**src/rtl/bcd_conv_seq_if.sv**
```systemverilog
// ============================================================================
// Module      : bcd_conv_seq_if
// Description : Handshake and result bundle for the sequential binary-to-BCD
//               converter. The optional blank[] vector exists only when
//               BCD_CONV_BLANK_EN is defined.
// Revision    : 1.0 - initial release
// ============================================================================
`default_nettype none

interface bcd_conv_seq_if #(
    parameter int W      = 13,
    parameter int DIGITS = 4
);
    logic                  in_valid;
    logic                  in_ready;
    logic [W-1:0]          bin;
    logic                  out_valid;
    logic                  out_ready;
    logic [4*DIGITS-1:0]   bcd;
    logic                  ovf;
    logic                  busy;
`ifdef BCD_CONV_BLANK_EN
    logic [DIGITS-1:0]     blank;

    modport master (
        output in_valid, bin, out_ready,
        input  in_ready, out_valid, bcd, ovf, busy, blank
    );
    modport slave (
        input  in_valid, bin, out_ready,
        output in_ready, out_valid, bcd, ovf, busy, blank
    );
`else
    modport master (
        output in_valid, bin, out_ready,
        input  in_ready, out_valid, bcd, ovf, busy
    );
    modport slave (
        input  in_valid, bin, out_ready,
        output in_ready, out_valid, bcd, ovf, busy
    );
`endif
endinterface

`default_nettype wire

```
**src/rtl/bcd_conv_seq.sv**
```systemverilog
// ============================================================================
// Module      : bcd_conv_seq
// Description : Sequential binary-to-BCD converter (double dabble), one shift
//               per clock, valid/ready on both sides, overflow flag when the
//               value does not fit in DIGITS digits.
//               Optional leading-zero blanking vector: BCD_CONV_BLANK_EN.
// Revision    : 1.0 - initial release
// ============================================================================
`default_nettype none

module bcd_conv_seq #(
    parameter int W      = 13,
    parameter int DIGITS = 4
) (
    input  wire logic        clk,
    input  wire logic        rst_n,
    bcd_conv_seq_if.slave    bus
);

    localparam int                 c_CNT_W = (W < 2) ? 1 : $clog2(W);
    localparam logic [c_CNT_W-1:0] c_LAST  = c_CNT_W'(W - 1);

    typedef enum logic [1:0] {
        S_IDLE  = 2'd0,
        S_SHIFT = 2'd1,
        S_DONE  = 2'd2
    } state_t;

    state_t                 r_state;
    state_t                 w_next;
    logic [c_CNT_W-1:0]     r_cnt;
    logic [W-1:0]           r_bin_sr;
    logic [4*DIGITS-1:0]    r_acc;
    logic                   r_ovf_acc;
    logic [4*DIGITS-1:0]    r_bcd;
    logic                   r_ovf;

    logic                   w_in_ready;
    logic                   w_out_valid;
    logic                   w_busy;
    logic                   w_accept;
    logic                   w_last;
    logic [4*DIGITS-1:0]    w_adj;
    logic [4*DIGITS-1:0]    w_acc_nxt;
    logic                   w_ovf_nxt;

    // Add-3 correction on every digit that is 5 or more before the shift
    for (genvar k = 0; k < DIGITS; k++) begin : g_digit
        assign w_adj[4*k +: 4] = (r_acc[4*k +: 4] >= 4'd5) ? (r_acc[4*k +: 4] + 4'd3)
                                                            : r_acc[4*k +: 4];
    end

    // The binary MSB enters digit 0; the bit leaving the top digit is a carry
    // worth 10^DIGITS, so it is remembered as overflow and otherwise dropped.
    assign w_acc_nxt = {w_adj[4*DIGITS-2:0], r_bin_sr[W-1]};
    assign w_ovf_nxt = r_ovf_acc | w_adj[4*DIGITS-1];
    assign w_last    = (r_cnt == c_LAST);
    assign w_accept  = bus.in_valid & w_in_ready;

    // State register
    always_ff @(posedge clk or negedge rst_n) begin
        if (!rst_n) begin
            r_state <= S_IDLE;
        end else begin
            r_state <= w_next;
        end
    end

    // Next-state and handshake decode
    always_comb begin
        w_next      = r_state;
        w_in_ready  = 1'b0;
        w_out_valid = 1'b0;
        w_busy      = 1'b0;
        case (r_state)
            S_IDLE: begin
                w_in_ready = 1'b1;
                if (bus.in_valid) begin
                    w_next = S_SHIFT;
                end
            end
            S_SHIFT: begin
                w_busy = 1'b1;
                if (w_last) begin
                    w_next = S_DONE;
                end
            end
            S_DONE: begin
                w_out_valid = 1'b1;
                // Taking the result frees the converter in the same cycle
                w_in_ready  = bus.out_ready;
                if (bus.out_ready) begin
                    w_next = bus.in_valid ? S_SHIFT : S_IDLE;
                end
            end
            default: begin
                w_next = S_IDLE;
            end
        endcase
    end

    // Shift datapath and result capture on the final shift
    always_ff @(posedge clk or negedge rst_n) begin
        if (!rst_n) begin
            r_cnt     <= '0;
            r_bin_sr  <= '0;
            r_acc     <= '0;
            r_ovf_acc <= 1'b0;
            r_bcd     <= '0;
            r_ovf     <= 1'b0;
        end else if (w_accept) begin
            r_cnt     <= '0;
            r_bin_sr  <= bus.bin;
            r_acc     <= '0;
            r_ovf_acc <= 1'b0;
        end else if (r_state == S_SHIFT) begin
            r_cnt     <= r_cnt + c_CNT_W'(1);
            r_bin_sr  <= r_bin_sr << 1;
            r_acc     <= w_acc_nxt;
            r_ovf_acc <= w_ovf_nxt;
            if (w_last) begin
                r_bcd <= w_acc_nxt;
                r_ovf <= w_ovf_nxt;
            end
        end
    end

`ifdef BCD_CONV_BLANK_EN
    logic [DIGITS-1:0] r_blank;
    logic [DIGITS-1:0] w_blank;

    // Digit k blanks when it and every digit above it is zero; digit 0 never blanks
    always_comb begin
        logic v_zero;
        w_blank = '0;
        v_zero  = 1'b1;
        for (int k = DIGITS - 1; k >= 1; k--) begin
            v_zero     = v_zero & (w_acc_nxt[4*k +: 4] == 4'd0);
            w_blank[k] = v_zero;
        end
    end

    // Blank vector is captured together with the digits
    always_ff @(posedge clk or negedge rst_n) begin
        if (!rst_n) begin
            r_blank <= '0;
        end else if ((r_state == S_SHIFT) && w_last && !w_accept) begin
            r_blank <= w_blank;
        end
    end

    assign bus.blank = r_blank;
`endif

    // In reset the converter must not advertise readiness
    assign bus.in_ready  = w_in_ready & rst_n;
    assign bus.out_valid = w_out_valid;
    assign bus.busy      = w_busy;
    assign bus.bcd       = r_bcd;
    assign bus.ovf       = r_ovf;

endmodule

`default_nettype wire
```
**src/flat_wrapper.sv**
```systemverilog
// flat-port wrapper written by rule: the top's interface ports become plain ports
module bcd_conv_seq_flat 
#(
    parameter int W      = 13,
    parameter int DIGITS = 4
)
  (clk, rst_n, bus_in_valid, bus_bin, bus_out_ready, bus_in_ready, bus_out_valid, bus_bcd, bus_ovf, bus_busy);
  bcd_conv_seq_if #(.W(W), .DIGITS(DIGITS)) bus_i ();
  input  wire logic clk;
  input  wire logic rst_n;
  input wire logic [$bits(bus_i.in_valid)-1:0] bus_in_valid;
  input wire logic [$bits(bus_i.bin)-1:0] bus_bin;
  input wire logic [$bits(bus_i.out_ready)-1:0] bus_out_ready;
  output wire logic [$bits(bus_i.in_ready)-1:0] bus_in_ready;
  output wire logic [$bits(bus_i.out_valid)-1:0] bus_out_valid;
  output wire logic [$bits(bus_i.bcd)-1:0] bus_bcd;
  output wire logic [$bits(bus_i.ovf)-1:0] bus_ovf;
  output wire logic [$bits(bus_i.busy)-1:0] bus_busy;
  assign bus_i.in_valid = bus_in_valid;
  assign bus_i.bin = bus_bin;
  assign bus_i.out_ready = bus_out_ready;
  assign bus_in_ready = bus_i.in_ready;
  assign bus_out_valid = bus_i.out_valid;
  assign bus_bcd = bus_i.bcd;
  assign bus_ovf = bus_i.ovf;
  assign bus_busy = bus_i.busy;
  bcd_conv_seq #(.W(W), .DIGITS(DIGITS)) u_core (.clk(clk), .rst_n(rst_n), .bus(bus_i));
endmodule
```
**config.mk**
```make
export PLATFORM = sky130hd
export DESIGN_NAME = bcd_conv_seq_flat
export DESIGN_NICKNAME = d
export VERILOG_FILES = /design/src/rtl/bcd_conv_seq_if.sv /design/src/rtl/bcd_conv_seq.sv /design/src/flat_wrapper.sv
export SDC_FILE = /design/constraint.sdc
export NUM_CORES = 1
export LEC_CHECK = 0
export CELL_PAD_IN_SITES_DETAIL_PLACEMENT = 1
export CELL_PAD_IN_SITES_GLOBAL_PLACEMENT = 1
export CORE_MARGIN = 2
export CORE_UTILIZATION = 47
export CTS_BUF_LIST = sky130_fd_sc_hd__clkbuf_8
export CTS_CLUSTER_SIZE = 14
export DETAILED_ROUTE_END_ITERATION = 8
export GPL_TIMING_DRIVEN = 0
export PLACE_DENSITY_LB_ADDON = 0.12
export SYNTH_ARGS = -nofsm -noshare
export SYNTH_HDL_FRONTEND = slang
export SYNTH_SLANG_ARGS = --single-unit
```
**constraint.sdc**
```tcl
create_clock -name clk -period 4.45 [get_ports clk]
set_input_delay 0.89 -clock clk [delete_from_list [all_inputs] [get_ports clk]]
set_output_delay 0.89 -clock clk [all_outputs]
set_load 0.02 [all_outputs]
```
Word level (Yosys, flattened, before mapping)
Index checks and enable logic that the tools add are counted.
W data, S select, Z words.

storage, ports and cells
  bits in registers = 53
  latch bits = 0
  bits in writable memories = 0
  bits in read-only memories = 0
  input bits = 17
  output and inout port bits = 20
  logic and storage cells = 50
  memories kept = 0

cells by class
  add/sub/neg operators = 5
  multipliers = 0
  divide/modulo/power cells = 0
  $lt $le $gt $ge = 4
  equality and inequality tests = 6
  shifts and indexed selects = 0
  multiplexer cells = 20
  bitwise gates (word level) = 4
  reductions and logical operators = 4

operators with widths
  cell                   number
  $mux W16               2
  $mux W13               2
  $mux W4                6
  $add A4 B2 Y4 const B  4
  $ge A4 B3 Y1 const B   4
  $mux W2                3
  $pmux W2 S3            1
  $reduce_and A3 Y1      2
  $mux W1                5
  $add A4 B1 Y4 const B  1
  $eq A4 B4 Y1 const B   1
  $ne A2 B2 Y1 const B   2
  $and A1 B1 Y1          2
  $eq A2 B1 Y1 const B   1
  $eq A2 B2 Y1 const B   1
  $logic_not A2 Y1       1
  $ne A2 B1 Y1 const B   1
  $pmux W1 S2            1
  $reduce_bool A2 Y1     1
  $not A1 Y1             1
  $or A1 B1 Y1           1

Logic depth before layout (Yosys ltp)
  depth in word-level cells = 5
  mapped depth = 7
  depth with buffers taken out = 6

Least setup slack after synthesis
Ideal clock, no wire load.

  path type = input port to output port
  start = input port bus_out_ready
  end = output port bus_in_ready
  arrival = 1451 ps
  data required time = 3560 ps
  slack = 2109 ps
  cell stages on the path = 2
  buffers on the path = 0
  path through = nor2b_1 nor3b_1

between the ends
  word-level cells in the longest chain between the ends = 2

ends and longest elaborated chain
  item             RTL line             source
  start, declared  flat_wrapper.sv:13   input wire logic [$bits(bus_i.out_ready)-1:0] bus_out_ready;
  $pmux W1 S2      bcd_conv_seq.sv:75   case (r_state)
  $and A1 B1 Y1    bcd_conv_seq.sv:156  assign bus.in_ready = w_in_ready & rst_n;
  end, declared    flat_wrapper.sv:14   output wire logic [$bits(bus_i.in_ready)-1:0] bus_in_ready;

No other way between the ends.

Worst setup path after layout
  start = register u_core.r_state[1]
  end = output port bus_busy

between the ends
  word-level cells in the longest chain between the ends = 2

ends and longest elaborated chain
  item                    RTL line            source
  start, declared         bcd_conv_seq.sv:29  state_t r_state;
  start signal, assigned  bcd_conv_seq.sv:65  r_state <= w_next;
  $eq A2 B1 Y1            bcd_conv_seq.sv:75
  $mux W1                 bcd_conv_seq.sv:75
  end, declared           flat_wrapper.sv:18  output wire logic [$bits(bus_i.busy)-1:0] bus_busy;

No other way between the ends.

==> impl_metrics.tcl <==
set metrics [dict create \
    cts_max_level 2 \
    fmax_ghz 0.316 \
    grt_pass1_wl_microns 9990 \
    synth_cell_types 28 \
    fin_skew_ns 0.0132 \
    grt_usage_pct 21.5 \
    timing.rr.start "u_core.r_cnt[0]" \
    dp.cells 344 \
    routed_wirelength_microns 5650 \
    die_y_microns 76.5 \
    rsz0062_at_grt "false" \
    fin_util_pct 59.7 \
    synth_top_cell_by_area "dfrtp_1" \
    finalMaxSlewViolations 0 \
    worstPathRequired_ns 3.56 \
    layout_min_cycle_time_ns 3.17 \
    vdd_drop_max_mv 0.277 \
    syn-mean-instance-area_sq_um 10.4 \
    ys_seq_area_share_pct 53.7 \
    grt-ovfl-total 0 \
    arrival_ns 2.28 \
    worstRegToRegCells 7 \
    stdcell_count 352 \
    via_count 1894 \
    max_stage_delay_ns 0.71 \
    crit_path_max_fanout 10 \
    rrSetupSlack_ns 2.73 \
    die_w_microns 76.5 \
    clk_path_buf_depth 2 \
    cts_resized 0 \
    clk_pin_slew_ns 0.10 \
    grt_max_degree 39 \
    finalSetupTns_ns 0 \
    max-slew-margin-rel_pct 60.7 \
    drive_gt1_share_pct 8.51 \
    status "complete, no violations" \
    place_congestion 0.815 \
    whs_ns 0.487 \
    hold_viol 0 \
    portBuffers 36 \
    worst-setup-path-type "reg -> out" \
    nets 308 \
    drtAntennaViolNets 0 \
    core_area_sq_um 5070 \
    setup_viol 0 \
    die_area_sq_um 5850 \
    hpwl_microns 3970 \
    clock_sinks 53 \
    crit_start "u_core.r_state[1]" \
    synth_edf_count 0 \
    fp-row-count 26 \
    synth.top_cell.area_share_pct 53.7 \
    postSynth.asyncResetShare_pct 100 \
    viasPerCell 5.38 \
    slowest_stage "clkdlybuf4s50_1" \
    grt_pass1_vias 2036 \
    powerDensity_nw_per_um2 697 \
    cts_setup_buffers 0 \
    hold_class "reg -> reg" \
    crit_path_end_kind "output port" \
    top_level_ports 37 \
    postSynthCellCount 237 \
    diodes 0 \
    cts-root-buf "clkbuf_8" \
    ys.flop_type "dfrtp_1" \
    cts_tree "done" \
    cts_made_buffers 5 \
    areaGrowthSynthToFinish_pct 22.7 \
    dr.pass1.iters 4 \
    period_share_pct 71.2 \
    start_util_pct 48.6 \
    drc_errors 0 \
    reg2reg_to "u_core.bus.bcd[3]" \
    drt_iter0_markers 95 \
    drv_cap 0 \
    crit_chain "nand2b_1 > inv_1 > clkbuf_1 > clkdlybuf4s50_1" \
    fillers 591 \
    clkLatencyLatePin_ns 0.30 \
    tightestPinTransition_ns 0.590 \
    antenna_found_initial 0 \
    post_drt_wl_per_cell_microns 16.0 \
    crit_path_end "bus_busy" \
    synthesis.nets 264 \
    ys_seq_elements 53 \
    ys_warn_count 0 \
    start_kind "flip-flop" \
    hold_buffers 0 \
    p_leak_uw 0.00143 \
    synth_area_leaders "dfrtp_1, o21ai_0, ha_1" \
    syn_area_sq_um 2470 \
]
cells by family after synthesis:
family,share of synthesized area [%]
compound gates,16.1
buf+inv,5.27
flops,53.7
fa+ha+maj,5.07
xor+xnor,2.13
simple gates,12.5
mux,5.17
critical path: cells and delay by family, from the launching register on:
family / cells / cell delay (ns)
buf+inv: 3 / 1.28
flops: 1 / 0.43
simple gates: 1 / 0.26
cell usage in the layout (no fill, tap or decap), drive strengths merged, types with 6 or more instances in the layout:
cell type      count
a22o               6
nand2b             7
mux2i              6
ha                10
dfrtp             53
clkdlybuf4s50     35
o21ai             27
nand2             29
nor3b             10
clkbuf            11
a21oi             12
inv               23
buf                7
mux2               6
a222oi            10
metrics by stage:
step | cell area, sq um | worst slack [ns] | power, uW
global route | 3030 | 1.16 | 2300
detailed placement | 2930 | 1.29 | 1850
global placement | 2920 | -0.532 | 1790
floorplan | 2470 | 2.11 | 1480
finish | 3030 | 1.28 | 2110
CTS | 3030 | 1.28 | 2140
cells in the mapped netlist, drive strengths merged, types with 2 or more instances:
cell type	instances
dfrtp	53
xnor2	4
nand2	29
inv	23
a222oi	10
a22o	6
o31ai	2
clkbuf	5
nor3	4
o21ai	27
ha	10
buf	5
nor3b	10
mux2	6
xor2	2
nand2b	7
a21oi	12
nor2	4
mux2i	6
nand3	5
power breakdown:
part	switching (uW)	leakage, uW	internal, uW
combinational	529	0.000696	444
clock	158	0.0000512	127
sequential	168	0.000681	686
metal layers:
metal	routed length, microns	vias up	global-route usage [%]
met5	0	-	0
met4	44	0	4.36
met3	154	4	3.20
met2	2930	32	38.1
met1	2520	942	28.2
li1	-	916	-
area by class of cell:
cell class              count  area, sq um  share of cell area, %
inverters                  23         86.3                   2.85
repair buffers             37          375                   12.4
multi-input cells         151         1010                   33.4
clock buffers               6         82.6                   2.73
plain buffers              10         43.8                   1.45
clock inverters             2         13.8                  0.455
well taps                  70         87.6                   2.89
flip-flops and latches     53         1330                   43.8
worst min path at each step:
stage / from / to / slack (ns) / cells after the start
finish: u_core.bus.bcd[13] / u_core.bus.bcd[13] / 0.49 / 2
global route: u_core.bus.bcd[15] / u_core.bus.bcd[15] / 0.51 / 2
CTS: u_core.bus.bcd[9] / u_core.bus.bcd[9] / 0.49 / 2
detailed placement: u_core.bus.bcd[9] / u_core.bus.bcd[9] / 0.47 / 2
global placement: u_core.bus.bcd[15] / u_core.bus.bcd[15] / 0.46 / 2
floorplan: u_core.r_bin_sr[9] / u_core.r_bin_sr[10] / 0.46 / 2
state kept, by name, summed over array words and instances, names as in the netlist:
name,cells
u_core.bus.bcd,16
u_core.r_acc,16
u_core.r_bin_sr,13
u_core.r_cnt,4
u_core.r_state,2
u_core.bus.ovf,1
u_core.r_ovf_acc,1
No activity file was read; power rests on OpenSTA's default activity.
